<file path="src/rtl/lsu_mem_if.sv">
`default_nettype none
// ============================================================================
//  Module   : lsu_mem_if
//  Purpose  : Load/store unit that connects a single-cycle datapath to a
//             variable-latency data memory. It checks each access, latches it,
//             runs the request/ready handshake, holds the core with Stall, and
//             returns a lane-aligned, sign/zero-extended load result.
//  Ports    : clk, reset_n           - clock, async active-low reset
//             MemRead/MemWrite       - load / store strobes from the core
//             Funct3                 - RV32I width code
//             ALUResult, WriteData   - byte address, store data
//             ReadData, Stall,       - registered load result, core hold,
//             AccessErr                one-cycle error pulse
//             mem_req/we/addr/wdata/be, mem_ready, mem_rdata - memory side
//  Revision : 1.0 - initial release
// ============================================================================
module lsu_mem_if #(
    parameter int unsigned TIMEOUT = 255   // 1..255 REQ cycles before abort
) (
    input  logic        clk,
    input  logic        reset_n,
    input  logic        MemRead,
    input  logic        MemWrite,
    input  logic [2:0]  Funct3,
    input  logic [31:0] ALUResult,
    input  logic [31:0] WriteData,
    output logic [31:0] ReadData,
    output logic        Stall,
    output logic        AccessErr,
    output logic        mem_req,
    output logic        mem_we,
    output logic [31:0] mem_addr,
    output logic [31:0] mem_wdata,
    output logic [3:0]  mem_be,
    input  logic        mem_ready,
    input  logic [31:0] mem_rdata
);

    localparam logic [7:0] TIMEOUT_C = 8'(TIMEOUT);

    typedef enum logic [1:0] {
        ST_IDLE = 2'd0,
        ST_REQ  = 2'd1,
        ST_DONE = 2'd2
    } state_t;

    state_t      state_q, state_d;
    logic [31:0] addr_q,  addr_d;
    logic [2:0]  f3_q,    f3_d;
    logic [3:0]  be_q,    be_d;
    logic [31:0] wdata_q, wdata_d;
    logic        we_q,    we_d;
    logic [7:0]  cnt_q,   cnt_d;
    logic [31:0] rdata_q, rdata_d;

    // ------------------------------------------------------------------
    // Request decode (from the live core inputs, used only in IDLE)
    // ------------------------------------------------------------------
    logic        f3_ok;
    logic        aligned;
    logic        legal_req;
    logic        illegal_req;
    logic [3:0]  in_be;
    logic [31:0] in_wdata;

    always_comb begin
        f3_ok = 1'b0;
        if (MemRead) begin
            case (Funct3)
                3'b000, 3'b001, 3'b010, 3'b100, 3'b101: f3_ok = 1'b1;
                default:                                f3_ok = 1'b0;
            endcase
        end else if (MemWrite) begin
            case (Funct3)
                3'b000, 3'b001, 3'b010: f3_ok = 1'b1;
                default:                f3_ok = 1'b0;
            endcase
        end
    end

    // Funct3[1:0] carries the width for both loads and stores.
    always_comb begin
        case (Funct3[1:0])
            2'b01:   aligned = ~ALUResult[0];
            2'b10:   aligned = (ALUResult[1:0] == 2'b00);
            default: aligned = 1'b1;
        endcase
    end

    assign legal_req   = (MemRead ^ MemWrite) & f3_ok & aligned;
    assign illegal_req = (MemRead | MemWrite) & ~legal_req;

    // Store lane placement; loads always fetch the full word.
    always_comb begin
        in_be    = 4'b1111;
        in_wdata = WriteData;
        if (MemWrite) begin
            case (Funct3[1:0])
                2'b00: begin
                    in_be    = 4'b0001 << ALUResult[1:0];
                    in_wdata = {4{WriteData[7:0]}};
                end
                2'b01: begin
                    in_be    = 4'b0011 << ALUResult[1:0];
                    in_wdata = {2{WriteData[15:0]}};
                end
                default: begin
                    in_be    = 4'b1111;
                    in_wdata = WriteData;
                end
            endcase
        end
    end

    // ------------------------------------------------------------------
    // Load extraction from the returned word, using the latched access
    // ------------------------------------------------------------------
    logic [31:0] byte_sh;
    logic [31:0] half_sh;
    logic [31:0] ld_ext;

    assign byte_sh = mem_rdata >> {addr_q[1:0], 3'b000};
    assign half_sh = mem_rdata >> {addr_q[1], 4'b0000};

    // Funct3[2] set means the unsigned variant (LBU/LHU).
    always_comb begin
        case (f3_q[1:0])
            2'b00:   ld_ext = {{24{byte_sh[7]  & ~f3_q[2]}}, byte_sh[7:0]};
            2'b01:   ld_ext = {{16{half_sh[15] & ~f3_q[2]}}, half_sh[15:0]};
            default: ld_ext = mem_rdata;
        endcase
    end

    // ------------------------------------------------------------------
    // FSM next-state and outputs
    // ------------------------------------------------------------------
    logic [7:0] cnt_inc;
    logic       stall_c;
    logic       err_c;
    logic       req_c;

    assign cnt_inc = cnt_q + 8'd1;

    always_comb begin
        state_d = state_q;
        addr_d  = addr_q;
        f3_d    = f3_q;
        be_d    = be_q;
        wdata_d = wdata_q;
        we_d    = we_q;
        cnt_d   = cnt_q;
        rdata_d = rdata_q;
        stall_c = 1'b0;
        err_c   = 1'b0;
        req_c   = 1'b0;

        case (state_q)
            ST_IDLE: begin
                cnt_d = 8'd0;
                if (legal_req) begin
                    addr_d  = ALUResult;
                    f3_d    = Funct3;
                    be_d    = in_be;
                    wdata_d = in_wdata;
                    we_d    = MemWrite;
                    stall_c = 1'b1;
                    state_d = ST_REQ;
                end else if (illegal_req) begin
                    err_c = 1'b1;
                end
            end
            ST_REQ: begin
                req_c   = 1'b1;
                stall_c = 1'b1;
                cnt_d   = cnt_inc;
                if (mem_ready) begin
                    if (!we_q) begin
                        rdata_d = ld_ext;
                    end
                    cnt_d   = 8'd0;
                    state_d = ST_DONE;
                // cnt_inc is the number of REQ cycles including this one, so
                // the request is visible for exactly TIMEOUT cycles.
                end else if (cnt_inc == TIMEOUT_C) begin
                    err_c   = 1'b1;
                    rdata_d = 32'd0;
                    cnt_d   = 8'd0;
                    state_d = ST_DONE;
                end
            end
            ST_DONE: begin
                // Core commits this cycle; its inputs still describe the
                // finished instruction, so they must not start a new access.
                state_d = ST_IDLE;
            end
            default: begin
                state_d = ST_IDLE;
            end
        endcase
    end

    always_ff @(posedge clk or negedge reset_n) begin
        if (!reset_n) begin
            state_q <= ST_IDLE;
            addr_q  <= 32'd0;
            f3_q    <= 3'd0;
            be_q    <= 4'd0;
            wdata_q <= 32'd0;
            we_q    <= 1'b0;
            cnt_q   <= 8'd0;
            rdata_q <= 32'd0;
        end else begin
            state_q <= state_d;
            addr_q  <= addr_d;
            f3_q    <= f3_d;
            be_q    <= be_d;
            wdata_q <= wdata_d;
            we_q    <= we_d;
            cnt_q   <= cnt_d;
            rdata_q <= rdata_d;
        end
    end

    // Stall/AccessErr depend on live inputs in IDLE; gating with reset_n
    // keeps every output low while reset is held.
    assign Stall     = stall_c & reset_n;
    assign AccessErr = err_c & reset_n;
    assign ReadData  = rdata_q;
    assign mem_req   = req_c;
    assign mem_we    = req_c & we_q;
    assign mem_addr  = req_c ? {addr_q[31:2], 2'b00} : 32'd0;
    assign mem_wdata = req_c ? wdata_q : 32'd0;
    assign mem_be    = req_c ? be_q : 4'd0;

endmodule
`default_nettype wire
</file>
<file path="config.mk">
export PLATFORM = sky130hd
export DESIGN_NAME = lsu_mem_if
export DESIGN_NICKNAME = d
export VERILOG_FILES = /design/src/rtl/lsu_mem_if.sv
export SDC_FILE = /design/constraint.sdc
export NUM_CORES = 1
export LEC_CHECK = 0
export BUFFER_PORTS_ARGS = -buffer_cell sky130_fd_sc_hd__buf_2
export CAP_MARGIN = 40
export CORE_MARGIN = 5
export CORE_UTILIZATION = 37
export CTS_CLUSTER_SIZE = 24
export DETAILED_ROUTE_END_ITERATION = 12
export GPL_ROUTABILITY_DRIVEN = 0
export GPL_TIMING_DRIVEN = 0
export PLACE_DENSITY = 0.72
export REMOVE_ABC_BUFFERS = 1
export SLEW_MARGIN = 10
export SYNTH_ARGS = -nofsm -noshare
export SYNTH_HDL_FRONTEND = slang
export SYNTH_SLANG_ARGS = --single-unit
</file>
<file path="constraint.sdc">
create_clock -name clk -period 3.1 [get_ports clk]
set_input_delay 0.31 -clock clk [delete_from_list [all_inputs] [get_ports clk]]
set_output_delay 0.31 -clock clk [all_outputs]
set_load 0.02 [all_outputs]
</file>
* Word-level counts from Yosys, hierarchy flattened *
Index checks and enable logic that the tools add are counted.

operators by class
  add/sub/neg operators = 1
  equal/unequal tests = 12
  shifts and indexed selects = 4
  multiplexer cells = 31
  bitwise operators = 13
  reduce and logical (&&, ||, !) cells = 12

operators with widths
  kind                   count
  $mux W32               6
  $pmux W32 S2           2
  $shr A32 B5 Y16        1
  $shr A32 B5 Y8         1
  $mux W8                2
  $pmux W8 S2            1
  $mux W1                10
  $add A8 B1 Y8 const B  1
  $and A1 B1 Y1          8
  $eq A8 B8 Y1 const B   1
  $logic_not A2 Y1       4
  $mux W4                2
  $pmux W4 S2            1
  $eq A2 B1 Y1 const B   3
  $eq A3 B3 Y1 const B   2
  $mux W2                3
  $pmux W1 S2            3
  $reduce_or A5 Y1       1
  $ne A2 B2 Y1 const B   2
  $pmux W2 S2            1
  $reduce_and A2 Y1      2
  $reduce_bool A2 Y1     2
  $shl A1 B2 Y4 const A  1
  $shl A2 B2 Y4 const A  1
  10 further kinds       12

storage, ports and cells
  bits in registers = 114
  logic and storage cells = 81

* Logic depth before layout (Yosys ltp) *
  depth in word-level cells = 13
  depth in mapped cells = 10
  depth with buffers taken out = 7

* Least setup slack after synthesis *
Ideal clock, no wire load.

  kind = input to register
  start point = in Funct3[1]
  end point = reg addr_q[14]
  setup time = 0.125 ns
  arrival = 1.980 ns
  required time = 2.975 ns
  setup slack = 0.996 ns
  stages on the path = 9
  cell sequence = inv_1 -> ha_1 -> buf_4 -> or2_1 -> o221ai_2 -> a2111oi_4 -> buf_6 -> buf_6 -> mux2_2

on the way
  cells in the longest elaborated chain, start to end = 8
  elaborated cells on any way between the ends = 17
  classes of those cells = eq/ne: 6; mux: 5; bitwise: 2; reduce/logical: 4

ends and longest elaborated chain
  what                                  RTL line  source
  start: declaration                    24        input logic [2:0] Funct3,
  $eq A3 B1 Y1 (tied with other cells)  69, 74
  $reduce_or A3 Y1                      74        case (Funct3)
  $mux W1                               74
  $mux W1                               73        end else if (MemWrite) begin
  $mux W1                               68        if (MemRead) begin
  $and A1 B1 Y1                         90        assign legal_req = (MemRead ^ MemWrite) & f3_ok & aligned;
  $and A1 B1 Y1 (*)                     90
  $reduce_and A2 Y1 (no line) (*)       n/a
  end signal: assignment                214       addr_q <= addr_d;
  end: declaration                      48        logic [31:0] addr_q, addr_d;

Mark *: on every way between the ends. The rest lies on a longest branch, timed or not.
A chain may end at the register's enable or synchronous reset.

* Worst setup path in the final report *
  start point = reg state_q[1]
  end point = out mem_addr[10]

on the way
  cells in the longest elaborated chain, start to end = 3

ends and longest elaborated chain
  what                      RTL line  source
  start: declaration        47        state_t state_q, state_d;
  start signal: assignment  213       state_q <= state_d;
  $eq A2 B1 Y1              157       case (state_q)
  $mux W1                   157
  $mux W32                  231       assign mem_addr = req_c ? {addr_q[31:2], 2'b00} : 32'd0;
  end: declaration          32        output logic [31:0] mem_addr,

Every way passes these cells.

==> flow_summary_export.csv <==
group,metric,value,unit
placement,post-place-ws,-0.0699,ns
status,outcome,"completed",
worst_setup_path,cp-end-kind,"output pin",
timing,rsz0062_at_grt,"no",
timing,period_share,0.908,
power_and_ir_drop,powerDensity,747,mW/mm2
timing,max_freq,355,MHz
drt,detailedRoute.firstIterationViolations,279,
grt,grt_util_all_layers,0.183,
drt,dr.pass1.iters,5,
drt,count_of_antenna_violating_nets_left_after_detailed_routing,0,
timing,tns,0,ns
worst_setup_path,timing.critical_path.cells,"nand2b_4 > inv_2 > buf_16 > and2_1 > buf_2",
drt,avgViaCountPerCell,5.14,
timing,tightestPinTransition,0.836,ns
drt,drt-total-wl,17700,um
finish,syn2layout_area_growth,31.8,%
die,core_area,0.0164,mm2
clock_tree,clock_sinks,114,
grt,global_route_wire_length_before_repair,28500,um
drt,dr_wl_met3,1600,um
power_and_ir_drop,cellLeakagePower,3.84,nW
finish,finish.instance_area,0.00807,mm2
yosys,ys_types,49,
worst_setup_path,critPathKind,"reg2out",
yosys,ys_async_rst_share,1.00,
grt,grt_antenna_before_repair,2,
worst_setup_path,critical-path-max-stage-delay,0.62,ns
worst_setup_path,critPathSlowestCell,"dfrtp_1",
yosys,synth.cell_area,0.00612,mm2
finish,layout-drive-gt1-share,0.363,
grt,overflow,0,
placement,hpwl,12800,um
yosys,synth_enable_flop_cells,0,
die,die_area,0.0192,mm2
timing,worst_clock_skew,0.00944,ns
die,initial_standard_cell_utilization_of_the_core,0.373,
clock_tree,cts_tree,"yes",
worst_setup_path,r2r-start,"we_q$_DFFE_PN0P_",
finish,most-common-layout-cells,"buf_2 (204), dfrtp_1 (114), and2_1 (68)",
worst_setup_path,rrSetupSlack,0.55,ns
timing,report.final.slew_viol_count,0,
drt,routed_wire_length_per_instance,16.7,um
clock_tree,post_cts_clock_slew_at_the_launch_and_capture_registers_of_the_worst_setup_and_hold_paths,0.05,ns
job,timing.max_cap.violations,0,
placement,detailed_place.area,0.00743,mm2
yosys,number_of_warnings_reported_in_the_yosys_synthesis_log,0,
min_path,hold_path_class,"in2reg",
drt,wl_met2,8220,um
worst_setup_path,crit_arrival,2.50,ns
finish,layout.cells.most_common,"buf_2",
clock_tree,clk-insertion-delay-late,0.41,ns
worst_setup_path,crit_path_start,"state_q[1]$_DFFE_PN0P_",
yosys,synth.avg_cell_area,9.70,um2
yosys,synth-seq-area-share,0.466,
timing,finalWorstPathRequiredPeriod,2.81,ns
worst_setup_path,critPathRequiredTime,2.79,ns
min_path,min-delay-start,"ALUResult[23]",
timing,setup_viol_count_final,0,
timing,postLayoutSetupSlackWorst,0.286,ns
placement,buffer_ports.inserted,205,
clock_tree,cts_buffers,17,
drt,highest_signal_layer,"met5",
die,row_count,47,
timing,slew_headroom,0.441,
drt,routed-via-count,5461,
worst_setup_path,start_kind,"flop",
clock_tree,root_buffer,"clkbuf_16",
yosys,ys_seq_elements,114,
finish,design.final.nets,938,
worst_setup_path,cp_max_fo,39,
die,chipHeight,139,um
drt,met1Wirelength,7570,um
die,boundaryPins,208,
grt,via_count_of_the_first_global_routing_pass,5428,
drt,drc_markers,0,
yosys,syn_inst,631,
die,die_width,139,um
power_and_ir_drop,worst_ir_drop_vdd,0.000414,V
clock_tree,number_of_buffers_on_the_longest_clock_path,2,
grt,grt_max_degree,79,
timing,final_hold_viol_count,0,
clock_tree,cts-htree-levels,4,
yosys,synth-main-ff-cell,"dfrtp_1",
## per-stage QoR
stage          cells  power, mW  utilization  hold slack, ns
6_report        1063       6.03        0.492           0.124
5_1_grt         1062       6.40        0.492           0.117
4_1_cts         1060       6.10        0.491           0.102
3_5_place_dp    1027       4.06        0.453           0.259
3_3_place_gp    1014       3.96        0.439           0.464
2_1_floorplan    589       3.40            -          0.0144
## final cells by class
class | instances | area (um2)
Multi-Input combinational cell | 457 | 3000
Clock inverter | 12 | 156
Timing Repair Buffer | 220 | 1260
Antenna cell | 2 | 5.00
Sequential cell | 114 | 2850
Fill cell | 1526 | 8340
Inverter | 18 | 67.6
Tap cell | 220 | 275
Clock buffer | 20 | 457
## sequential cells by signal, indices dropped and copies added, names as in the netlist
name / flops
cnt_q: 8
ReadData: 32
wdata_q: 32
state_q: 2
be_q: 4
addr_q: 32
f3_q: 3
we_q: 1
## power breakdown
group / internal [mW] / switching, mW / total [mW]
Sequential: 1.96 / 0.320 / 2.28
Combinational: 0.777 / 0.966 / 1.74
Clock: 1.31 / 0.700 / 2.01
Total: 4.04 / 1.99 / 6.03
## timing repair
| item | 4_1_cts | 5_1_grt |
|---|---|---|
| endpoints found under the setup margin | 39 | 1 |
| resized for setup | 1 | 0 |
| hold buffers | 1 | 0 |
| endpoints found under the hold margin | 38 | 0 |
| buffers inserted | 0 | 1 |
| pin swaps | 0 | 1 |
## critical path: cells and delay by family, from the launching register on
kind | cells | cell delay (ns)
buffers and inverters | 3 | 0.76
and+or+nand+nor | 2 | 0.68
DFF | 1 | 0.62
## cell usage after synthesis (2+ instances only)
cell        n  area (um2)
dfrtp_1   114        2850
and2_1     68         425
nand2_1    59         221
a21oi_1    53         265
nor2_1     51         191
mux2_2     44         495
o21ai_0    41         205
a22oi_1    28         210
clkbuf_1   22        82.6
nand2b_1   21         131
mux2i_1    17         170
inv_1      16        60.1
buf_4      10        75.1
o211ai_1    9        67.6
a222oi_1    6        60.1
buf_2       6        30.0
ha_1        6        75.1
o221ai_1    6        52.6
nand3_1     4        20.0
nand3b_1    4        30.0
nor2b_1     4        25.0
a221oi_1    3        26.3
a31oi_1     3        18.8
and3_1      3        18.8
buf_6       2        22.5
clkbuf_2    2        10.0
clkinv_1    2        7.51
nor3_2      2        20.0
nor4_1      2        12.5
o21bai_1    2        15.0
xnor2_1     2        17.5
xor2_1      2        17.5
## logic make-up after synthesis
group / Yosys count / synth area share
and+or+nand+nor: 222 / 0.183
other: 1 / 0.000613
buffers and inverters: 61 / 0.0476
DFF: 114 / 0.466
AOI/OAI and AO/OA: 160 / 0.170
adders and majority gates: 6 / 0.0123
muxes: 63 / 0.114
xor gates and xnor gates: 4 / 0.00572
## path summary, 6_finish.rpt
kind / to / cells after the start
setup / recovery: mem_addr[10] / 5
hold / removal: addr_q[23]$_DFFE_PN0P_ / 2
setup reg to reg: ReadData[22]$_DFFE_PN0P_ / 5
hold reg to reg: addr_q[23]$_DFFE_PN0P_ / 1
max in group asynchronous: addr_q[6]$_DFFE_PN0P_ / 3
min in group asynchronous: ReadData[3]$_DFFE_PN0P_ / 2
## layer usage
layer / vias to the layer above / track usage
met5: - / 0
met4: 2 / 0.0613
met2: 222 / 0.289
met3: 26 / 0.0683
met1: 2588 / 0.232
li1: 2623 / -
No activity file was read; power rests on OpenSTA's default activity.
